<file path="config.mk">
export PLATFORM = sky130hd
export DESIGN_NAME = instr_fetch
export DESIGN_NICKNAME = d
export VERILOG_FILES = /design/src/rtl/instr_fetch_pkg.sv /design/src/rtl/instr_fetch_skid_buf.sv /design/src/rtl/instr_fetch.sv
export SDC_FILE = /design/constraint.sdc
export NUM_CORES = 1
export LEC_CHECK = 0
export CORE_UTILIZATION = 54
export CTS_CLUSTER_DIAMETER = 100
export DETAILED_ROUTE_END_ITERATION = 8
export GPL_ROUTABILITY_DRIVEN = 0
export GPL_TIMING_DRIVEN = 0
export MAX_ROUTING_LAYER = met4
export PLACE_DENSITY = 0.81
export SETUP_SLACK_MARGIN = 0.2
export SLEW_MARGIN = 40
export SYNTH_ARGS = -nofsm -noshare
export SYNTH_HDL_FRONTEND = slang
export SYNTH_HIERARCHICAL = 1
export SYNTH_SLANG_ARGS = --single-unit
</file>
<file path="constraint.sdc">
create_clock -name clk -period 2.9 [get_ports clk]
set_input_delay 0.58 -clock clk [delete_from_list [all_inputs] [get_ports clk]]
set_output_delay 0.58 -clock clk [all_outputs]
set_load 0.02 [all_outputs]
</file>
<file path="src/rtl/instr_fetch_pkg.sv">
// ----------------------------------------------------------------------------
// instr_fetch_pkg
//   Shared definitions for the fetch stage and its consumers: default
//   address/data widths, the reset PC, the fetch FSM state encoding and the
//   bit that distinguishes instruction types for control_unit.
// ----------------------------------------------------------------------------
package instr_fetch_pkg;

  localparam int ADDR_W_DEF = 16;
  localparam int DATA_W_DEF = 16;

  localparam logic [ADDR_W_DEF-1:0] RESET_PC_DEF = 16'h0000;

  // Bit 15 of an instruction word selects the instruction type.
  localparam int INSTR_TYPE_BIT = 15;

  typedef enum logic [1:0] {
    ST_IDLE  = 2'd0,
    ST_FETCH = 2'd1,
    ST_WAIT  = 2'd2,
    ST_DRAIN = 2'd3
  } fetch_state_e;

  function automatic logic instr_type(input logic [DATA_W_DEF-1:0] word);
    return word[INSTR_TYPE_BIT];
  endfunction

endpackage

</file>
<file path="src/rtl/instr_fetch_skid_buf.sv">
// ----------------------------------------------------------------------------
// instr_fetch_skid_buf
//   One-entry holding register for an instruction word and its address.
//   Catches a memory response that arrives while the output slot is still
//   occupied, so the in-flight read is never lost.
// Ports
//   clk, rst     clock, asynchronous active-high reset
//   load         capture data_in/pc_in and mark full
//   unload       mark empty (contents handed to the output slot)
//   flush        mark empty (redirect); wins over load/unload
//   data_in      instruction word to capture
//   pc_in        address of that word
//   data, pc     held entry
//   full         entry is valid
// ----------------------------------------------------------------------------
module instr_fetch_skid_buf
  import instr_fetch_pkg::*;
#(
  parameter int ADDR_W = ADDR_W_DEF,
  parameter int DATA_W = DATA_W_DEF
) (
  input  logic              clk,
  input  logic              rst,
  input  logic              load,
  input  logic              unload,
  input  logic              flush,
  input  logic [DATA_W-1:0] data_in,
  input  logic [ADDR_W-1:0] pc_in,
  output logic [DATA_W-1:0] data,
  output logic [ADDR_W-1:0] pc,
  output logic              full
);

  always_ff @(posedge clk or posedge rst) begin
    if (rst) begin
      data <= '0;
      pc   <= '0;
      full <= 1'b0;
    end else if (flush) begin
      full <= 1'b0;
    end else if (load) begin
      data <= data_in;
      pc   <= pc_in;
      full <= 1'b1;
    end else if (unload) begin
      full <= 1'b0;
    end
  end

endmodule

</file>
<file path="src/rtl/instr_fetch.sv">
// ----------------------------------------------------------------------------
// instr_fetch
//   Fetch stage feeding control_unit. Owns the program counter, reads one
//   instruction at a time from instruction memory over a req/ack handshake
//   and presents it on a valid/ready interface. A redirect (set_pc) from
//   control_unit reloads the PC and discards everything already fetched.
//
//   state | meaning
//   IDLE  | out of reset, first request issued on the next edge
//   FETCH | request outstanding at imem_addr, responses go to the output slot
//   WAIT  | response parked in the skid buffer, waiting for the slot to free
//   DRAIN | stale request outstanding after a redirect, its data is dropped
//
// Ports
//   clk, rst        clock, asynchronous active-high reset
//   set_pc          redirect request (jump taken), highest priority
//   pc_target       redirect address, sampled while set_pc=1
//   imem_req        read request, held until imem_ack
//   imem_addr       read address, stable while imem_req=1
//   imem_ack        read complete, imem_data valid this cycle
//   imem_data       instruction word from memory
//   instr           instruction presented to control_unit
//   instr_pc        address of the presented instruction
//   instr_valid     instr/instr_pc valid
//   instr_ready     control_unit consumes on an edge with valid&ready
// ----------------------------------------------------------------------------
module instr_fetch
  import instr_fetch_pkg::*;
#(
  parameter int                ADDR_W   = ADDR_W_DEF,
  parameter int                DATA_W   = DATA_W_DEF,
  parameter logic [ADDR_W-1:0] RESET_PC = ADDR_W'(RESET_PC_DEF)
) (
  input  logic              clk,
  input  logic              rst,
  input  logic              set_pc,
  input  logic [ADDR_W-1:0] pc_target,
  output logic              imem_req,
  output logic [ADDR_W-1:0] imem_addr,
  input  logic              imem_ack,
  input  logic [DATA_W-1:0] imem_data,
  output logic [DATA_W-1:0] instr,
  output logic [ADDR_W-1:0] instr_pc,
  output logic              instr_valid,
  input  logic              instr_ready
);

  fetch_state_e      state;
  fetch_state_e      state_nxt;

  logic [ADDR_W-1:0] pc;
  logic [ADDR_W-1:0] pc_nxt;
  logic [ADDR_W-1:0] pc_inc;

  logic              imem_req_nxt;
  logic [ADDR_W-1:0] imem_addr_nxt;
  logic [DATA_W-1:0] instr_nxt;
  logic [ADDR_W-1:0] instr_pc_nxt;
  logic              instr_valid_nxt;

  logic              slot_free;

  logic              skid_load;
  logic              skid_unload;
  logic              skid_flush;
  logic [DATA_W-1:0] skid_data;
  logic [ADDR_W-1:0] skid_pc;
  logic              skid_full;

  // Output slot can accept new data if empty or being consumed this edge.
  assign slot_free = !instr_valid || instr_ready;

  // Wraps modulo 2^ADDR_W.
  assign pc_inc = pc + ADDR_W'(1);

  instr_fetch_skid_buf #(
    .ADDR_W (ADDR_W),
    .DATA_W (DATA_W)
  ) u_skid (
    .clk     (clk),
    .rst     (rst),
    .load    (skid_load),
    .unload  (skid_unload),
    .flush   (skid_flush),
    .data_in (imem_data),
    .pc_in   (pc),
    .data    (skid_data),
    .pc      (skid_pc),
    .full    (skid_full)
  );

  // --------------------------------------------------------------------------
  // State and registered outputs
  // --------------------------------------------------------------------------
  always_ff @(posedge clk or posedge rst) begin
    if (rst) begin
      state       <= ST_IDLE;
      pc          <= RESET_PC;
      imem_req    <= 1'b0;
      imem_addr   <= '0;
      instr       <= '0;
      instr_pc    <= '0;
      instr_valid <= 1'b0;
    end else begin
      state       <= state_nxt;
      pc          <= pc_nxt;
      imem_req    <= imem_req_nxt;
      imem_addr   <= imem_addr_nxt;
      instr       <= instr_nxt;
      instr_pc    <= instr_pc_nxt;
      instr_valid <= instr_valid_nxt;
    end
  end

  // --------------------------------------------------------------------------
  // Next state
  // --------------------------------------------------------------------------
  always_comb begin
    state_nxt = state;
    case (state)
      ST_IDLE: begin
        state_nxt = ST_FETCH;
      end
      ST_FETCH: begin
        if (set_pc) begin
          // An unacked request must be drained before fetching the target.
          state_nxt = imem_ack ? ST_FETCH : ST_DRAIN;
        end else if (imem_ack && !slot_free) begin
          state_nxt = ST_WAIT;
        end
      end
      ST_WAIT: begin
        if (set_pc || (instr_ready && skid_full)) begin
          state_nxt = ST_FETCH;
        end
      end
      ST_DRAIN: begin
        if (imem_ack) begin
          state_nxt = ST_FETCH;
        end
      end
      default: begin
        state_nxt = ST_IDLE;
      end
    endcase
  end

  // --------------------------------------------------------------------------
  // Datapath / output next values
  // --------------------------------------------------------------------------
  always_comb begin
    pc_nxt          = pc;
    imem_req_nxt    = imem_req;
    imem_addr_nxt   = imem_addr;
    instr_nxt       = instr;
    instr_pc_nxt    = instr_pc;
    instr_valid_nxt = instr_valid;
    skid_load       = 1'b0;
    skid_unload     = 1'b0;
    skid_flush      = 1'b0;

    // Redirect: common part for every state.
    if (set_pc) begin
      pc_nxt          = pc_target;
      instr_valid_nxt = 1'b0;
      skid_flush      = 1'b1;
    end

    case (state)
      ST_IDLE: begin
        imem_req_nxt  = 1'b1;
        imem_addr_nxt = set_pc ? pc_target : pc;
      end

      ST_FETCH: begin
        if (set_pc) begin
          // Without an ack the request stays up unchanged and is drained.
          if (imem_ack) begin
            imem_addr_nxt = pc_target;
          end
        end else if (imem_ack) begin
          pc_nxt = pc_inc;
          if (slot_free) begin
            instr_nxt       = imem_data;
            instr_pc_nxt    = pc;
            instr_valid_nxt = 1'b1;
            imem_addr_nxt   = pc_inc;
          end else begin
            skid_load    = 1'b1;
            imem_req_nxt = 1'b0;
          end
        end else if (instr_valid && instr_ready) begin
          instr_valid_nxt = 1'b0;
        end
      end

      ST_WAIT: begin
        if (set_pc) begin
          imem_req_nxt  = 1'b1;
          imem_addr_nxt = pc_target;
        end else if (instr_ready && skid_full) begin
          instr_nxt       = skid_data;
          instr_pc_nxt    = skid_pc;
          instr_valid_nxt = 1'b1;
          skid_unload     = 1'b1;
          imem_req_nxt    = 1'b1;
          imem_addr_nxt   = pc;
        end
      end

      ST_DRAIN: begin
        // Returned data is discarded; restart at the latest PC.
        if (imem_ack) begin
          imem_addr_nxt = set_pc ? pc_target : pc;
        end
      end

      default: begin
        imem_req_nxt    = 1'b0;
        instr_valid_nxt = 1'b0;
      end
    endcase
  end

endmodule
</file>
# Word-level counts from Yosys, hierarchy flattened
# Cells that the tools add are included.
dict set report op_classes {
  add_sub_neg 1
  n_eq_ne 14
  n_mux 55
  n_bitwise 1
  reduce_logical 16
}
# cell count
set op_table {}
lappend op_table {{$mux W16} 21}
lappend op_table {{$pmux W16 S2} 2}
lappend op_table {{$pmux W16 S4} 1}
lappend op_table {{$mux W1} 23}
lappend op_table {{$add A16 B1 Y16 const B} 1}
lappend op_table {{$ne A2 B2 Y1 const B} 8}
lappend op_table {{$mux W2} 5}
lappend op_table {{$ne A3 B3 Y1 const B} 3}
lappend op_table {{$pmux W2 S4} 1}
lappend op_table {{$reduce_and A6 Y1} 1}
lappend op_table {{$reduce_bool A3 Y1} 2}
lappend op_table {{$reduce_and A5 Y1} 1}
lappend op_table {{$eq A2 B2 Y1 const B} 2}
lappend op_table {{$reduce_and A4 Y1} 1}
lappend op_table {{$logic_and A1 B1 Y1} 3}
lappend op_table {{$pmux W1 S3} 1}
lappend op_table {{$reduce_and A3 Y1} 1}
lappend op_table {{$eq A2 B1 Y1 const B} 1}
lappend op_table {{$logic_not A1 Y1} 2}
lappend op_table {{$logic_not A2 Y1} 1}
lappend op_table {{$logic_or A1 B1 Y1} 2}
lappend op_table {{$pmux W1 S2} 1}
lappend op_table {{$reduce_and A2 Y1} 1}
lappend op_table {{$reduce_bool A2 Y1} 1}
lappend op_table {{$not A1 Y1} 1}
dict set report totals {
  regBits 101
  input_bits 37
  out_inout_bits 50
  word_cells 97
}

# Depth between registers and ports, before layout
dict set report logic_depth {
  ltp_word 8
  depth_mapped 9
}

# Modules after synthesis
# The synthesis kept the hierarchy.
# module n_inst cells_each area_per_inst_um2 seq_area_each_um2
set modules_own_cells {}
lappend modules_own_cells {instr_fetch 1 366 4033.9 1701.6}
lappend modules_own_cells {instr_fetch_skid_buf 1 74 1402.6 825.8}

# Least setup slack after synthesis
# Ideal clock, no wire load.
dict set report synth_path {
  path_kind {reg2reg}
  from {reg state[0]}
  to {reg instr_pc[13]}
  setup_time_ns 0.125
  arrival_ns 1.735
  required_ns 2.775
  slack_ns 1.040
  stages_incl_launch_ff 7
  path_buffers 2
  cell_sequence {dfrtp_1 -> inv_1 -> ha_1 -> buf_2 -> clkbuf_1 -> mux2_2 -> mux2_4}
}
dict set report synth_between {
  elab_chain_cells 3
}
# element line_no
set synth_rtl {}
lappend synth_rtl {{start: declaration} instr_fetch.sv:48} ;# fetch_state_e state;
lappend synth_rtl {{start signal: assignment} instr_fetch.sv:105} ;# state <= state_nxt;
lappend synth_rtl {{$eq A2 B2 Y1 or $eq A2 B1 Y1 (tied branches)} instr_fetch.sv:169} ;# case (state)
lappend synth_rtl {{$ne A2 B2 Y1 (no line) or $reduce_bool A2 Y1 (tied branches)} -}
lappend synth_rtl {{$reduce_and A6 Y1 (no line)} -}
lappend synth_rtl {{end signal: assignment} instr_fetch.sv:110} ;# instr_pc <= instr_pc_nxt;
lappend synth_rtl {{end: declaration} instr_fetch.sv:43} ;# output logic [ADDR_W-1:0] instr_pc,
# Parallel ways exist; a longest one is shown, timed or not.
# A chain may end at the register's enable or synchronous reset.

# Worst setup path after layout
dict set report layout_path {
  from {in set_pc}
  to {reg imem_addr[13]}
}
dict set report layout_between {
  elab_chain_cells 3
}
# element line_no
set layout_rtl {}
lappend layout_rtl {{start: declaration} instr_fetch.sv:36} ;# input logic set_pc,
lappend layout_rtl {{$mux W16} {instr_fetch.sv:172, instr_fetch.sv:214}}
lappend layout_rtl {{$mux W16} instr_fetch.sv:213} ;# if (imem_ack) begin
lappend layout_rtl {{$pmux W16 S4} instr_fetch.sv:169}
lappend layout_rtl {{end signal: assignment} instr_fetch.sv:108} ;# imem_addr <= imem_addr_nxt;
lappend layout_rtl {{end: declaration} instr_fetch.sv:39} ;# output logic [ADDR_W-1:0] imem_addr,
# Parallel ways exist; a longest one is shown, timed or not. The select of a mux whose other input is x is not followed.

==> impl_metrics.toml <==
[power_and_ir_drop]
leakage_nw = 2.87
cellPowerDensity_nw_per_um2 = 887
power_mw = 5.92
vdd_ir_drop_max_v = 0.000483

[placement]
place_area_um2 = 6480
port_buffers = 85
dp_hpwl_mm = 8.69
dp_cells = 659
dp_slack_ns = 0.253

[sta]
fin_hold_ws_ns = 0.496
fin_crit_sh_pct = 81.5
slew_headroom_pct = 58.1
timing.setup.tns_ns = 0
hold_violations = 0
tightest_slew_ns = 0.628
setup_ws_ns = 0.537
fmax_mhz = 423
setup_viol = 0
fin_skew_ns = 0.0177
period_minus_slack_ns = 2.36
report.final.slew_viol_count = 0
grt_setup_unrepaired = "no"

[worst_setup_path]
cp_max_fo = 10
arrival_ns = 2.64
start_kind = "primary input"
cp_slowest_stage_delay_ns = 0.69
crit_type = "in2reg"
worstPathRequired_ns = 3.18
crit_path_frequent_cell = "clkbuf_1"
cp_slowest_cell = "clkdlybuf4s50_1"
path_cells = "clkdlybuf4s50_1 > clkbuf_1 > clkbuf_1 > nand2_1 > a41oi_1"
crit_path_end_kind = "flop"

[global_routing]
grt_first_pass_wirelength_mm = 19.7
grt_pass1_vias = 3921
grtUsageTotal_pct = 25.4
antenna_found_initial = 0
grt_max_degree = 36
grt.overflow.total = 0

[cts]
clkTransAtPathRegs_ns = 0.11
h-tree-depth = 3
cts_setup_buffers = 0
ctsRootBufferMaster = "clkbuf_8"
cts_sinks = 101
worstSkewPairLatency_ns = 0.37
cts_inserted_buffers = 9
ctsResizeCount = 0
cts_tree = "built"
cts_max_path_buffers = 2
cts.hold.buffers_added = 0

[final_layout]
diodes = 0
utilization_pct = 68.3
fin_nets = 578
final_area_um2 = 6670
syn_to_final_growth_pct = 22.7
stdcell_count = 675
fillers = 744
drive_gt1_share_pct = 28.6

[hold_path]
min_path_type = "reg2reg"

[route]
wl_mm = 12.1
vias_per_cell = 5.71
route.detailed.drc = 0
dr.pass1.iters = 4
vias = 3851
ant_nets = 0
post_drt_wl_per_cell_um = 18.0
dr.first_iter.drc_count = 184

[yosys]
async_reset_ff_share_pct = 100
synth_area_um2 = 5440
seq_area_frac_synth_pct = 46.5
synth.net_count = 481
ys_types = 60
synth_cells = 440
synth_area_per_cell_um2 = 12.4
synth.area.top_cells = "dfrtp_1 (46%), mux2_4 (17%), mux2_2 (7.7%), nand2_1 (2.6%), xnor2_1 (1.9%)"
synthFlopType = "dfrtp_1"
synth_seq_cells = 101
synth_top_area_share_pct = 46.5
synth_edf_count = 0
yosys_warnings = 6
yosys.area.top_type = "dfrtp_1"

[die]
die_area_um2 = 10500
std_cell_rows = 36
num_io_pins = 87
start_util_pct = 55.6
die_y_um = 102
die_w_um = 102
core_um2 = 9770

[run]
maxCapViolCount = 0

[outcome]
status = "finished clean"
==> cell type report <==
class,count,area (um^2),area share [%]
clock inverters,6,55.1,0.825
flip-flops and latches,101,2530,37.9
inverters,12,51.3,0.769
plain buffers,27,223,3.34
multi-input cells,300,2640,39.6
well taps,133,166,2.49
clock buffers,10,138,2.06
repair buffers,86,871,13.1
==> synthesized netlist by cell type, drive strengths merged, types with 2 or more instances <==
library cell,count
or3,2
inv,12
nor3,11
nand2b,7
buf,21
o211ai,4
o221ai,2
nor4,9
xor2,3
nand3,8
nand4,9
mux2i,7
nor2b,4
o41ai,2
a41oi,4
o21ai,20
o31ai,3
a211oi,2
clkbuf,6
and2,3
xnor2,12
ha,4
mux2,98
dfrtp,101
a21boi,2
nor2,21
o31a,2
nand2,38
a21oi,8
==> per-layer routing <==
metal | global-route usage, % | up-vias | share of wire, %
met5 | - | - | 0
met4 | 6.92 | 0 | 1.1
met3 | 4.86 | 13 | 6.4
met2 | 39.3 | 161 | 47
met1 | 34.1 | 1902 | 46
li1 | - | 1775 | -
==> sequential cells by signal, indices dropped and copies added, names as in the netlist <==
name and count:
imem_addr 16, instr 16, instr_pc 16, pc 16
u_skid/data 16, u_skid/pc 16, state 2, imem_req 1
instr_valid 1, u_skid/full 1
==> final timing paths <==
path	start	endpoint	slack, ns	cells after the start
worst max-delay path	set_pc	imem_addr[13]$_DFFE_PP0P_	0.54	5
worst min-delay path	imem_addr[7]$_DFFE_PP0P_	imem_addr[7]$_DFFE_PP0P_	0.50	2
worst max register to register	state[0]$_DFFE_PP0P_	instr_pc[13]$_DFFE_PP0P_	0.64	6
worst min register to register	imem_addr[7]$_DFFE_PP0P_	imem_addr[7]$_DFFE_PP0P_	0.50	2
max in group asynchronous	rst	instr_pc[7]$_DFFE_PP0P_	1.79	3
min in group asynchronous	rst	instr[12]$_DFFE_PP0P_	0.60	2
==> cell families after synthesis <==
| family | Yosys count | share of synthesized area (%) |
|---|---|---|
| buf+inv | 39 | 4.93 |
| simple gates | 115 | 11.6 |
| xor+xnor | 15 | 2.42 |
| flops | 101 | 46.5 |
| compound gates | 61 | 7.85 |
| mux | 105 | 25.8 |
| fa+ha+maj | 4 | 0.921 |
==> placed cells by master (no fill, tap or decap), drive strengths merged, types with 2 or more instances in the layout <==
cell and count:
clkbuf 16, mux2i 7, nand2b 7, nand3 8, xnor2 12, a21boi 2
mux2 98, a41oi 4, xor2 3, nor4 9, ha 4, nand2 38
or3 2, nor2b 4, nor3 11, dfrtp 101, buf 22, o211ai 4
nand4 9, o31a 2, a211oi 2, o221ai 2, and2 3, clkinvlp 2
o41ai 2, o21ai 20, inv 14, clkinv 2, o31ai 3, a21oi 8
nor2 21, clkdlybuf4s50 85
==> critical path, delay by kind of cell <==
kind | cells | cell delay (ns)
buf+inv | 3 | 1.64
simple gates | 1 | 0.16
compound gates | 1 | 0.26
==> where the power goes <==
group	total (mW)	switching (mW)	leakage [nW]	internal (mW)
Sequential	2.29	0.363	1.24	1.93
Combinational	2.76	1.26	1.54	1.49
Clock	0.872	0.519	0.0929	0.352
(Power assumes the default switching activity.)
